[src/rtl/d_p_ram_if.sv]
// Bus bundle for d_p_ram: one write port, one read port, combinational read data.
interface d_p_ram_if #(
  parameter int ADDR_WIDTH = 3,
  parameter int DATA_WIDTH = 32
);
  logic                  write_en;
  logic [ADDR_WIDTH-1:0] write_addr;
  logic [ADDR_WIDTH-1:0] read_addr;
  logic [DATA_WIDTH-1:0] input_data;
  logic [DATA_WIDTH-1:0] output_data;

  modport master (
    output write_en, write_addr, read_addr, input_data,
    input  output_data
  );

  modport slave (
    input  write_en, write_addr, read_addr, input_data,
    output output_data
  );
endinterface

[src/rtl/d_p_ram.sv]
// Simple dual-port RAM: synchronous write, zero-latency read, whole-array sync clear on rst.
// Optional macro D_P_RAM_WR_BYPASS_EN forwards same-address write data to the read port.
module d_p_ram #(
  parameter int ADDR_WIDTH = 3,
  parameter int DATA_WIDTH = 32,
  parameter int DEPTH      = 1 << ADDR_WIDTH
) (
  input logic       clk,
  input logic       rst,
  d_p_ram_if.slave  bus
);

  localparam logic [ADDR_WIDTH:0] DEPTH_LIM = (ADDR_WIDTH + 1)'(DEPTH);

  logic [DATA_WIDTH-1:0] mem [DEPTH];
  logic [DATA_WIDTH-1:0] rd_data;

  // Addresses at or beyond DEPTH never touch storage: writes drop, reads give zero.
  function automatic logic in_range(input logic [ADDR_WIDTH-1:0] addr);
    return {1'b0, addr} < DEPTH_LIM;
  endfunction

  always_ff @(posedge clk) begin
    if (rst) begin
      for (int i = 0; i < DEPTH; i++) mem[i] <= '0;
    end else if (bus.write_en && in_range(bus.write_addr)) begin
      mem[bus.write_addr] <= bus.input_data;
    end
  end

  always_comb begin
    rd_data = '0;
    if (in_range(bus.read_addr)) rd_data = mem[bus.read_addr];
`ifdef D_P_RAM_WR_BYPASS_EN
    if (bus.write_en && !rst && in_range(bus.write_addr) &&
        (bus.read_addr == bus.write_addr))
      rd_data = bus.input_data;
`endif
  end

  assign bus.output_data = rd_data;

endmodule

[src/flat_wrapper.sv]
// flat-port wrapper written by rule: the top's interface ports become plain ports
module d_p_ram_flat 
#(
  parameter int ADDR_WIDTH = 3,
  parameter int DATA_WIDTH = 32,
  parameter int DEPTH      = 1 << ADDR_WIDTH
)
  (clk, rst, bus_write_en, bus_write_addr, bus_read_addr, bus_input_data, bus_output_data);
  d_p_ram_if #(.ADDR_WIDTH(ADDR_WIDTH), .DATA_WIDTH(DATA_WIDTH)) bus_i ();
  input logic clk;
  input logic rst;
  input wire logic [$bits(bus_i.write_en)-1:0] bus_write_en;
  input wire logic [$bits(bus_i.write_addr)-1:0] bus_write_addr;
  input wire logic [$bits(bus_i.read_addr)-1:0] bus_read_addr;
  input wire logic [$bits(bus_i.input_data)-1:0] bus_input_data;
  output wire logic [$bits(bus_i.output_data)-1:0] bus_output_data;
  assign bus_i.write_en = bus_write_en;
  assign bus_i.write_addr = bus_write_addr;
  assign bus_i.read_addr = bus_read_addr;
  assign bus_i.input_data = bus_input_data;
  assign bus_output_data = bus_i.output_data;
  d_p_ram #(.ADDR_WIDTH(ADDR_WIDTH), .DATA_WIDTH(DATA_WIDTH), .DEPTH(DEPTH)) u_core (.clk(clk), .rst(rst), .bus(bus_i));
endmodule
[config.mk]
export PLATFORM = sky130hd
export DESIGN_NAME = d_p_ram_flat
export DESIGN_NICKNAME = d
export VERILOG_FILES = /design/src/rtl/d_p_ram_if.sv /design/src/rtl/d_p_ram.sv /design/src/flat_wrapper.sv
export SDC_FILE = /design/constraint.sdc
export NUM_CORES = 1
export LEC_CHECK = 0
export ABC_AREA = 1
export CORE_MARGIN = 5
export CORE_UTILIZATION = 25
export CTS_CLUSTER_SIZE = 30
export DETAILED_ROUTE_END_ITERATION = 16
export MAX_ROUTING_LAYER = met4
export PLACE_DENSITY = 0.46
export SETUP_SLACK_MARGIN = 0.1
export SLEW_MARGIN = 20
export SYNTH_ARGS = -nofsm -noshare
export SYNTH_HDL_FRONTEND = slang
export SYNTH_SLANG_ARGS = --single-unit
[constraint.sdc]
create_clock -name clk -period 2.4 [get_ports clk]
set_input_delay 0.48 -clock clk [delete_from_list [all_inputs] [get_ports clk]]
set_output_delay 0.48 -clock clk [all_outputs]
set_load 0.005 [all_outputs]
# Word level (Yosys, flattened, before mapping)

Memories as Yosys holds them, arrays and structs flattened.
Index checks and enable logic that the tools add are counted.

Register bits: 0
Bits in writable memories: 256
Bits of input ports: 41
Logic and storage cells: 10
Memories: 1

Multiplexer cells: 8
Reduce and logical (&&, ||, !) cells: 1

Memories:

| memory     | words | bits a word | rd ports | clocked after Yosys merged registers in | write ports | RTL line      | source |
|---|---|---|---|---|---|---|---|
| u_core.mem | 8     | 32          | 1        | 0                                       | 8           | d_p_ram.sv:15 | `logic [DATA_WIDTH-1:0] mem [DEPTH];` |

Operators with widths:

| kind                | number |
|---|---|
| two-way mux 32 bit  | 1 |
| OR reduction 32 bit | 1 |
| two-way mux 1 bit   | 6 |
| two-way mux 3 bit   | 1 |

# Logic depth before layout (Yosys ltp)

Gate-level depths: netlist of the first run.

Word-level depth: 5
Mapped depth: 8
Gate-level depth less buffers: 6

# Worst setup path after synthesis of the first run

OpenSTA, ideal clock, no wires.

Path kind: in2reg
Start point: input rst
End point: memory u_core.mem[0][0], enable pin
Data arrival time: 1.830 ns
Required time: 2.011 ns
Path slack: 0.181 ns
Stages on the path: 6
Path buffers: 1
Cells stage by stage: inv_2 nand2_4 nor2_4 nand2_4 buf_6 nand2_1

RTL lines:

| element     | RTL line           | source |
|---|---|---|
| from (decl) | flat_wrapper.sv:11 | `input logic rst;` |
| to (decl)   | d_p_ram.sv:15      |  |

# Worst setup path after layout of the first run

Start point: input bus_read_addr[0]
End point: output bus_output_data[14]

Word-level cells in the longest chain between the ends: 1

RTL lines:

| element                  | RTL line           | source |
|---|---|---|
| from (decl)              | flat_wrapper.sv:14 | `input wire logic [$bits(bus_i.read_addr)-1:0] bus_read_addr;` |
| memory read (8 x 32 bit) | --                 |  |
| to (decl)                | flat_wrapper.sv:16 | `output wire logic [$bits(bus_i.output_data)-1:0] bus_output_data;` |

Every way passes these cells.

==> flow_summary.json, run 1 <==
{
  "status": "completed",
  "antenna_cells": 0,
  "synthesized_area_per_cell_um2": 8.68,
  "synth_simple_gate_area_share_pct": 26.4,
  "top_area_cells_in_the_synthesized_netlist": "sky130_fd_sc_hd__edfxtp_1 (61%), sky130_fd_sc_hd__nand2_1 (13%), sky130_fd_sc_hd__inv_1 (8.8%)",
  "critical-path-max-stage-delay_ns": 0.25,
  "setup-violations-final": 0,
  "largest_registers": "u_core.mem: 256 flops",
  "worst_pin_slew_ns": 0.599,
  "floorplan.core_area_um2": 50000,
  "drtIter0Drc": 593,
  "upper_clock_frequency_limit_mhz": 453,
  "worst-endpoint-arrival_ns": 1.73,
  "global_route.overflow_total": 0,
  "synth-seq-cells": 256,
  "clockRootBuffer": "sky130_fd_sc_hd__clkbuf_16",
  "timing.setup.tns_ns": 0,
  "fillers": 5274,
  "grt_setup_unrepaired": "false",
  "cp_common_cell": "sky130_fd_sc_hd__nand2_1",
  "syn-num-nets": 1488,
  "place_congestion": 0.733,
  "start_kind": "primary input",
  "most_common_cell_after_layout_fill_and_taps_aside": "sky130_fd_sc_hd__nand2_1",
  "worstPathBufferInverterCount": 5,
  "cts_tree": "built",
  "timing_hold_violations_final": 0,
  "timing.critical_path.max_delay_family": "buffers and inverters",
  "final.period_utilization_pct": 91.9,
  "min_period_ns": 2.21,
  "design_area_um2": 15300,
  "multiplexer_share_of_the_synthesized_area_pct": 0,
  "gr-usage-all-layers_pct": 13.7,
  "dieWidth_um": 234,
  "ctsHoldBuffers": 0,
  "post_place_setup_slack_ns": -0.0757,
  "drtPass1Iterations": 6,
  "cts_buffer_depth": 3,
  "crit_fanout": 30,
  "syn_to_final_growth_pct": 22.0,
  "layout_setup_ws_ns": 0.194,
  "yosys_warnings": 0,
  "instances_no_fill": 2217,
  "post_synth_instance_area_um2": 12600,
  "layout.nets": 1562,
  "slew_violations": 0,
  "core.rowCount": 82,
  "min_from": "bus_input_data[1]",
  "largest_register_ffs": 256,
  "criticalPathCategory": "primary input to primary output",
  "die_height_um": 234,
  "final_core_util_pct": 30.7,
  "max_flop_register": "u_core.mem",
  "grt_first_pass_wirelength_um": 56000,
  "dp.cells": 2153,
  "min_to": "u_core.mem[2][1]",
  "layout.cells.most_common_list": "sky130_fd_sc_hd__nand2_1 (411), sky130_fd_sc_hd__inv_1 (293), sky130_fd_sc_hd__nor2_1 (259)",
  "vdd_ir_drop_max_mv": 0.415,
  "max_slew_margin_pct": 60.1,
  "postSynthCellCount": 1447,
  "design.die.area_um2": 54900,
  "drc": 0,
  "io_buffers": 72,
  "placedInstanceArea_um2": 14100,
  "tritoncts.num_buffers": 30,
  "total_power_mw": 10.7,
  "route.vias.total": 9241,
  "drv.max_cap_violation_count": 0,
  "initial_antenna_violation_count": 0,
  "main_combinational_cell_family_by_area_after_synthesis": "simple AND/OR/NAND/NOR gates",
  "path_clk_slew_ns": 0.06,
  "crit_required_ns": 1.92,
  "hpwl_after_detailed_placement_um": 19200,
  "postRouteAntennaNets": 0,
  "io-pin-count": 73,
  "routed_wirelength_um": 36600,
  "post_synthesis_compound_gate_area_fraction_pct": 0,
  "min_path_cells": 3,
  "first_global_vias": 9255,
  "drt-wirelength-per-cell_um": 16.5,
  "clock_h_tree_levels": 1,
  "synth-seq-area-share_pct": 61.2,
  "cp_slowest_cell": "sky130_fd_sc_hd__dlygate4sd2_1",
  "layout-drive-gt1-share_pct": 7.25,
  "synth_largest_area_cell": "sky130_fd_sc_hd__edfxtp_1",
  "finalHoldWorstSlack_ns": 0.723,
  "holdCritPathClass": "primary input to register",
  "synth-adder-area-share_pct": 0,
  "yosys.area_share.xor_xnor_pct": 0,
  "synth.top_cell.area_share_pct": 61.2,
  "timing.critical_path.cells": "buf_6 > clkinv_8 > buf_4 > buf_16 > nand2_1 > nand3_1 > nand2_1 > nand2_1 > nand2_1 > dlygate4sd2_1",
  "power.static_leakage_nw": 7.36,
  "synth_cell_types": 13,
  "initial_core_util_pct": 25.2,
  "worst_setup_path_end_kind": "primary output",
  "via_per_inst": 4.17,
  "grt_start_max_net_pins": 53,
  "cts.sinks": 256,
  "power-per-cell-area_nw_per_um2": 699
}
==> cell type report <==
class	instances	area [µm²]	share of cell area [%]
clock buffer	39	806	5.26
clock inverter	17	104	0.677
inverter	296	1130	7.36
multi-input combinational	823	3350	21.8
sequential	256	7690	50.1
tap	672	841	5.48
timing repair buffer	114	1420	9.25
==> worst max-delay path by stage <==
stage	depth (start not counted)	from	slack, ns	to
CTS	9	bus_read_addr[0]	0.01	bus_output_data[6]
detailed placement	8	bus_read_addr[0]	-0.08	bus_output_data[4]
finish	10	bus_read_addr[0]	0.19	bus_output_data[14]
global placement	8	bus_read_addr[0]	-0.07	bus_output_data[27]
global route	10	bus_read_addr[0]	0.11	bus_output_data[14]
floorplan	6	rst	0.18	u_core.mem[0][0]
==> synth_stat cells, drive strengths merged <==
library cell,instances
clkbuf,7
nand2,434
edfxtp,256
inv,296
nand3,128
buf,65
nor2,261
==> timing repair <==
item,4_1_cts,5_1_grt
endpoints found under the setup margin,32,22
gates cloned,2,1
setup buffers,0,5
gates resized for setup,25,34
hold endpoints to repair,0,0
pin swaps,1,1
==> metal layers <==
layer  vias up  wire [µm]  global-route usage (%)
met4         0        546                    2.99
li1       4544          -                       -
met1      4466      17500                    18.6
met2       188      17000                    22.3
met3        43       1470                    1.65
met5         -          0                       -
==> cell families (layout without fill, tap and decap cells) <==
| group | Yosys count | count (layout) |
|---|---|---|
| buffers and inverters | 368 | 466 |
| flip-flops | 256 | 256 |
| AND/OR/NAND/NOR | 823 | 823 |
==> power breakdown <==
part / switching [mW] / internal [mW]
sequential: 0.0664 / 5.20
combinational: 0.749 / 0.437
clock: 1.81 / 2.45
total: 2.62 / 8.09
(Power assumes the default switching activity.)
==> inputs of run 2 (changes only) <==
--- a/config.mk
+++ b/config.mk
@@ -11,7 +11,7 @@
 export CTS_CLUSTER_SIZE = 30
 export DETAILED_ROUTE_END_ITERATION = 16
 export MAX_ROUTING_LAYER = met4
-export PLACE_DENSITY = 0.46
+export PLACE_DENSITY = 0.47
 export SETUP_SLACK_MARGIN = 0.1
 export SLEW_MARGIN = 20
 export SYNTH_ARGS = -nofsm -noshare
==> constraint.sdc (replaced) <==
create_clock -name clk -period 2 [get_ports clk]
set_input_delay 0.4 -clock clk [delete_from_list [all_inputs] [get_ports clk]]
set_output_delay 0.4 -clock clk [all_outputs]
set_load 0.005 [all_outputs]
==> flow_summary.json, run 2 (synthesis results as in run 1) <==
{
  "ctsHoldBuffers": 0,
  "power-per-cell-area_nw_per_um2": 829,
  "io_buffers": 72,
  "postRouteAntennaNets": 0,
  "syn_to_final_growth_pct": 23.3,
  "path_clk_slew_ns": 0.06,
  "drtIter0Drc": 565,
  "grt_setup_unrepaired": "true",
  "timing.setup.tns_ns": 0,
  "layout.cells.most_common_list": "sky130_fd_sc_hd__nand2_1 (392), sky130_fd_sc_hd__inv_1 (290), sky130_fd_sc_hd__nor2_1 (259)",
  "drt-wirelength-per-cell_um": 15.8,
  "criticalPathCategory": "register to primary output",
  "io-pin-count": 73,
  "gr-usage-all-layers_pct": 13.3,
  "cts_buffer_depth": 3,
  "setup-violations-final": 0,
  "post-cts-setup-buffer-count": 0,
  "max_slew_margin_pct": 77.1,
  "largest_register_ffs": 256,
  "grt_first_pass_wirelength_um": 54700,
  "die_height_um": 234,
  "layout-drive-gt1-share_pct": 13.0,
  "route.layer.met1.wl_um": 16500,
  "drtPass1Iterations": 7,
  "upper_clock_frequency_limit_mhz": 542,
  "final.period_utilization_pct": 92.2,
  "min_period_ns": 1.84,
  "initial_core_util_pct": 25.2,
  "core.rowCount": 82,
  "drc": 0,
  "holdCritPathClass": "primary input to register",
  "routed_wirelength_um": 35500,
  "worst_setup_path_end_kind": "primary output",
  "cts_tree": "built",
  "vdd_ir_drop_max_mv": 0.584,
  "dieWidth_um": 234,
  "crit_fanout": 1,
  "worst_pin_slew_ns": 0.343,
  "top_signal_layer_used": "met4",
  "clock_h_tree_levels": 1,
  "wl_met3_um": 1550,
  "global_route.overflow_total": 0,
  "drv.max_cap_violation_count": 0,
  "via_per_inst": 4.14,
  "grt_start_max_net_pins": 42,
  "first_global_vias": 9076,
  "power.static_leakage_nw": 7.29,
  "crit_required_ns": 1.60,
  "start_kind": "register",
  "timing_hold_violations_final": 0,
  "total_power_mw": 12.9,
  "cts.sinks": 256,
  "tritoncts.num_buffers": 30,
  "place_congestion": 0.765,
  "layout.nets": 1589,
  "worst-endpoint-arrival_ns": 1.44,
  "max_flop_register": "u_core.mem",
  "hpwl_after_detailed_placement_um": 22500,
  "initial_antenna_violation_count": 0,
  "instances_no_fill": 2241,
  "slew_violations": 0,
  "most_common_cell_after_layout_fill_and_taps_aside": "sky130_fd_sc_hd__nand2_1",
  "largest_registers": "u_core.mem: 256 flops",
  "dr_wl_met2_um": 16900,
  "route.vias.total": 9267,
  "floorplan.core_area_um2": 50000,
  "antenna_cells": 0,
  "clockRootBuffer": "sky130_fd_sc_hd__clkbuf_16",
  "dp.cells": 2188,
  "design.die.area_um2": 54900,
  "status": "completed"
}
## run 2: cell count changes in the layout (fill, tap and decap cells not counted), sizes merged
cell	delta
clkinv	+1
inv	+3
dlygate4sd2	-10
dlymetal6s2s	-22
buf	+61
clkbuf	-7
clkinvlp	-2
## run 2: cell type report
| cell class | instances | area [µm²] |
|---|---|---|
| fill | 5253 | 34500 |
| sequential | 256 | 7690 |
| multi-input combinational | 823 | 3450 |
| timing repair buffer | 141 | 1510 |
| inverter | 296 | 1110 |
| tap | 672 | 841 |
| clock buffer | 34 | 787 |
| clock inverter | 19 | 110 |
## run 2: layer usage
| metal | track usage, % | up-vias |
|---|---|---|
| met1 | 18.1 | 4433 |
| li1 | - | 4602 |
| met5 | - | - |
| met4 | 2.77 | 0 |
| met3 | 1.72 | 42 |
| met2 | 21.5 | 190 |
## run 2: path summary, 6_finish.rpt
check / to / slack, ns / cells past startpoint / startpoint
max: bus_output_data[11] / 0.16 / 7 / u_core.mem[6][11]
min: u_core.mem[0][25] / 0.64 / 3 / bus_input_data[25]
## run 2: critical path: stages, from the launching register on
cell and delay [ns]:
sky130_fd_sc_hd__edfxtp_1 0.37, sky130_fd_sc_hd__inv_1 0.06, sky130_fd_sc_hd__nand2_1 0.06, sky130_fd_sc_hd__nand3_1 0.07, sky130_fd_sc_hd__nand2_1 0.05, sky130_fd_sc_hd__nand2_1 0.07
sky130_fd_sc_hd__nand2_2 0.08, sky130_fd_sc_hd__buf_2 0.13
## run 2: stage by stage
| stage | util [%] | instance area [µm²] | worst slack, ns | hold slack, ns |
|---|---|---|---|---|
| final | 31.0 | 15500 | 0.155 | 0.643 |
| after global routing | 31.0 | 15500 | 0.0255 | 0.663 |
| after CTS | 30.8 | 15400 | 0.0373 | 0.617 |
| after detailed placement | 29.2 | 14600 | -0.204 | 1.22 |
| after global placement | 29.2 | 14600 | -0.213 | 1.22 |
| after floorplan | - | 12600 | -0.139 | 0.688 |
## run 2: timing repair
item | CTS | global route
gates resized for setup | 149 | 27
endpoints found under the setup margin | 32 | 30
pin swaps | 8 | 35
## run 2: where the power goes
group	leakage, nW	total [mW]	switching, mW	internal (mW)
sequential	2.45	6.32	0.0828	6.24
clock	0.445	5.07	2.15	2.91
combinational	4.40	1.47	0.913	0.554
total	7.29	12.9	3.15	9.70
==> inputs of run 3 (changes only) <==
--- a/config.mk
+++ b/config.mk
@@ -10,7 +10,6 @@
 export CORE_UTILIZATION = 25
 export CTS_CLUSTER_SIZE = 30
 export DETAILED_ROUTE_END_ITERATION = 16
-export MAX_ROUTING_LAYER = met4
 export PLACE_DENSITY = 0.47
 export SETUP_SLACK_MARGIN = 0.1
 export SLEW_MARGIN = 20
==> flow_summary.json, run 3 (synthesis results as in run 1) <==
{
  "tritoncts.num_buffers": 30,
  "post-cts-setup-buffer-count": 0,
  "clock_h_tree_levels": 1,
  "ctsHoldBuffers": 0,
  "hpwl_after_detailed_placement_um": 22500,
  "die_height_um": 234,
  "vdd_ir_drop_max_mv": 0.584,
  "multiInputGateArea_um2": 3450,
  "timing.critical_path.cells": "inv_1 > nand2_1 > nand3_1 > nand2_1 > nand2_1 > nand2_2 > buf_6",
  "grt.met3_usage_pct": 1.86,
  "path_clk_slew_ns": 0.06,
  "io-pin-count": 73,
  "initial_core_util_pct": 25.2,
  "timing.setup.tns_ns": 0,
  "cts_tree": "built",
  "p_sw_mw": 3.15,
  "layout.cells.most_common_list": "sky130_fd_sc_hd__nand2_1 (392), sky130_fd_sc_hd__inv_1 (290), sky130_fd_sc_hd__nor2_1 (259)",
  "global_route.overflow_total": 0,
  "start_kind": "register",
  "crit_required_ns": 1.60,
  "status": "completed",
  "min_period_ns": 1.84,
  "dieWidth_um": 234,
  "final.period_utilization_pct": 92.0,
  "antenna_cells": 0,
  "drtPass1Iterations": 5,
  "criticalPathCategory": "register to primary output",
  "grt_start_max_net_pins": 42,
  "via_per_inst": 4.13,
  "most_common_cell_after_layout_fill_and_taps_aside": "sky130_fd_sc_hd__nand2_1",
  "cp_common_cell": "sky130_fd_sc_hd__nand2_1",
  "upper_clock_frequency_limit_mhz": 543,
  "global_route.peak_usage_layer": "met2",
  "power.static_leakage_nw": 7.29,
  "setup-violations-final": 0,
  "route.vias.total": 9245,
  "grt_util_met1_pct": 17.9,
  "worst-endpoint-arrival_ns": 1.44,
  "finalHoldWorstSlack_ns": 0.646,
  "critical-path-max-stage-delay_ns": 0.36,
  "design.die.area_um2": 54900,
  "first_global_vias": 9082,
  "syn_to_final_growth_pct": 23.3,
  "initial_antenna_violation_count": 0,
  "grt_setup_unrepaired": "true",
  "io_buffers": 72,
  "gr-usage-all-layers_pct": 12.9,
  "postRouteAntennaNets": 0,
  "p_seq_share_pct": 49.1,
  "routed_wirelength_um": 35600,
  "worst_pin_slew_ns": 0.337,
  "cts.sinks": 256,
  "layout-drive-gt1-share_pct": 13.0,
  "cp_slowest_cell": "sky130_fd_sc_hd__edfxtp_1",
  "min_path_cells": 3,
  "drc": 0,
  "clock_power_share_pct": 39.4,
  "drtIter0Drc": 546,
  "post_place_setup_slack_ns": -0.204,
  "worst_setup_path_end_kind": "primary output",
  "core.rowCount": 82,
  "place_congestion": 0.755,
  "holdCritPathClass": "primary input to register",
  "slew_violations": 0,
  "share_comb_of_total_power_pct": 11.4,
  "largest_registers": "u_core.mem: 256 flops",
  "globalRouteMet2Util_pct": 21.5,
  "intPower_mw": 9.70,
  "cts_buffer_depth": 3,
  "largest_register_ffs": 256,
  "clockRootBuffer": "sky130_fd_sc_hd__clkbuf_16",
  "power-per-cell-area_nw_per_um2": 830,
  "grt_first_pass_wirelength_um": 54700,
  "layout_setup_ws_ns": 0.160,
  "max_flop_register": "u_core.mem",
  "timing_hold_violations_final": 0,
  "drv.max_cap_violation_count": 0,
  "floorplan.core_area_um2": 50000,
  "layout.nets": 1589,
  "crit_fanout": 1,
  "drt-wirelength-per-cell_um": 15.9,
  "switching_share_pct": 24.5,
  "max_slew_margin_pct": 77.5,
  "fillers": 5253,
  "sequential_cell_area_um2": 7690
}
-- run 3: cell counts in the layout (fill, tap and decap cells not counted) --
No cell type changed its count.
-- run 3: power groups by stage --
stage | Combinational (mW) | Sequential, mW | Clock (mW)
finish | 1.47 | 6.32 | 5.07
global route | 1.65 | 6.35 | 5.40
CTS | 1.47 | 6.32 | 5.21
detailed placement | 1.52 | 6.43 | 0
global placement | 1.52 | 6.42 | 0
floorplan | 0.770 | 6.42 | 0
-- run 3: repair_timing --
item / CTS / global route
gates resized for setup: 149 / 27
cloned: 0 / 0
endpoints found under the setup margin: 32 / 30
pin swaps: 8 / 35
-- run 3: final cells by class --
cell class	instances	share of cell area (%)
well taps	672	5.43
multi-input cells	823	22.3
repair buffers	141	9.73
clock buffers	34	5.08
flip-flops and latches	256	49.6
inverters	296	7.19
clock inverters	19	0.711
-- run 3: layer usage --
layer	up-vias	wire, µm
met4	0	552
li1	4600	-
met2	185	16900
met1	4418	16400
met5	-	0
met3	42	1650
-- run 3: per-stage QoR --
step | total power [mW] | util, % | std cells | area [µm²]
2_1_floorplan | 7.18 | - | 1447 | 12600
3_3_place_gp | 7.94 | 29.2 | 2188 | 14600
3_5_place_dp | 7.95 | 29.2 | 2188 | 14600
4_1_cts | 13.0 | 30.8 | 2241 | 15400
5_1_grt | 13.4 | 31.0 | 2241 | 15500
6_report | 12.9 | 31.0 | 2241 | 15500
-- run 3: critical path, delay by kind of cell, from the launching register on --
family,cells,cell delay [ns]
DFF,1,0.36
and+or+nand+nor,5,0.35
buffers and inverters,2,0.19
-- run 3: final timing paths --
kind | startpoint | endpoint | slack (ns)
setup / recovery | u_core.mem[2][31] | bus_output_data[31] | 0.16
hold / removal | bus_input_data[25] | u_core.mem[0][25] | 0.65
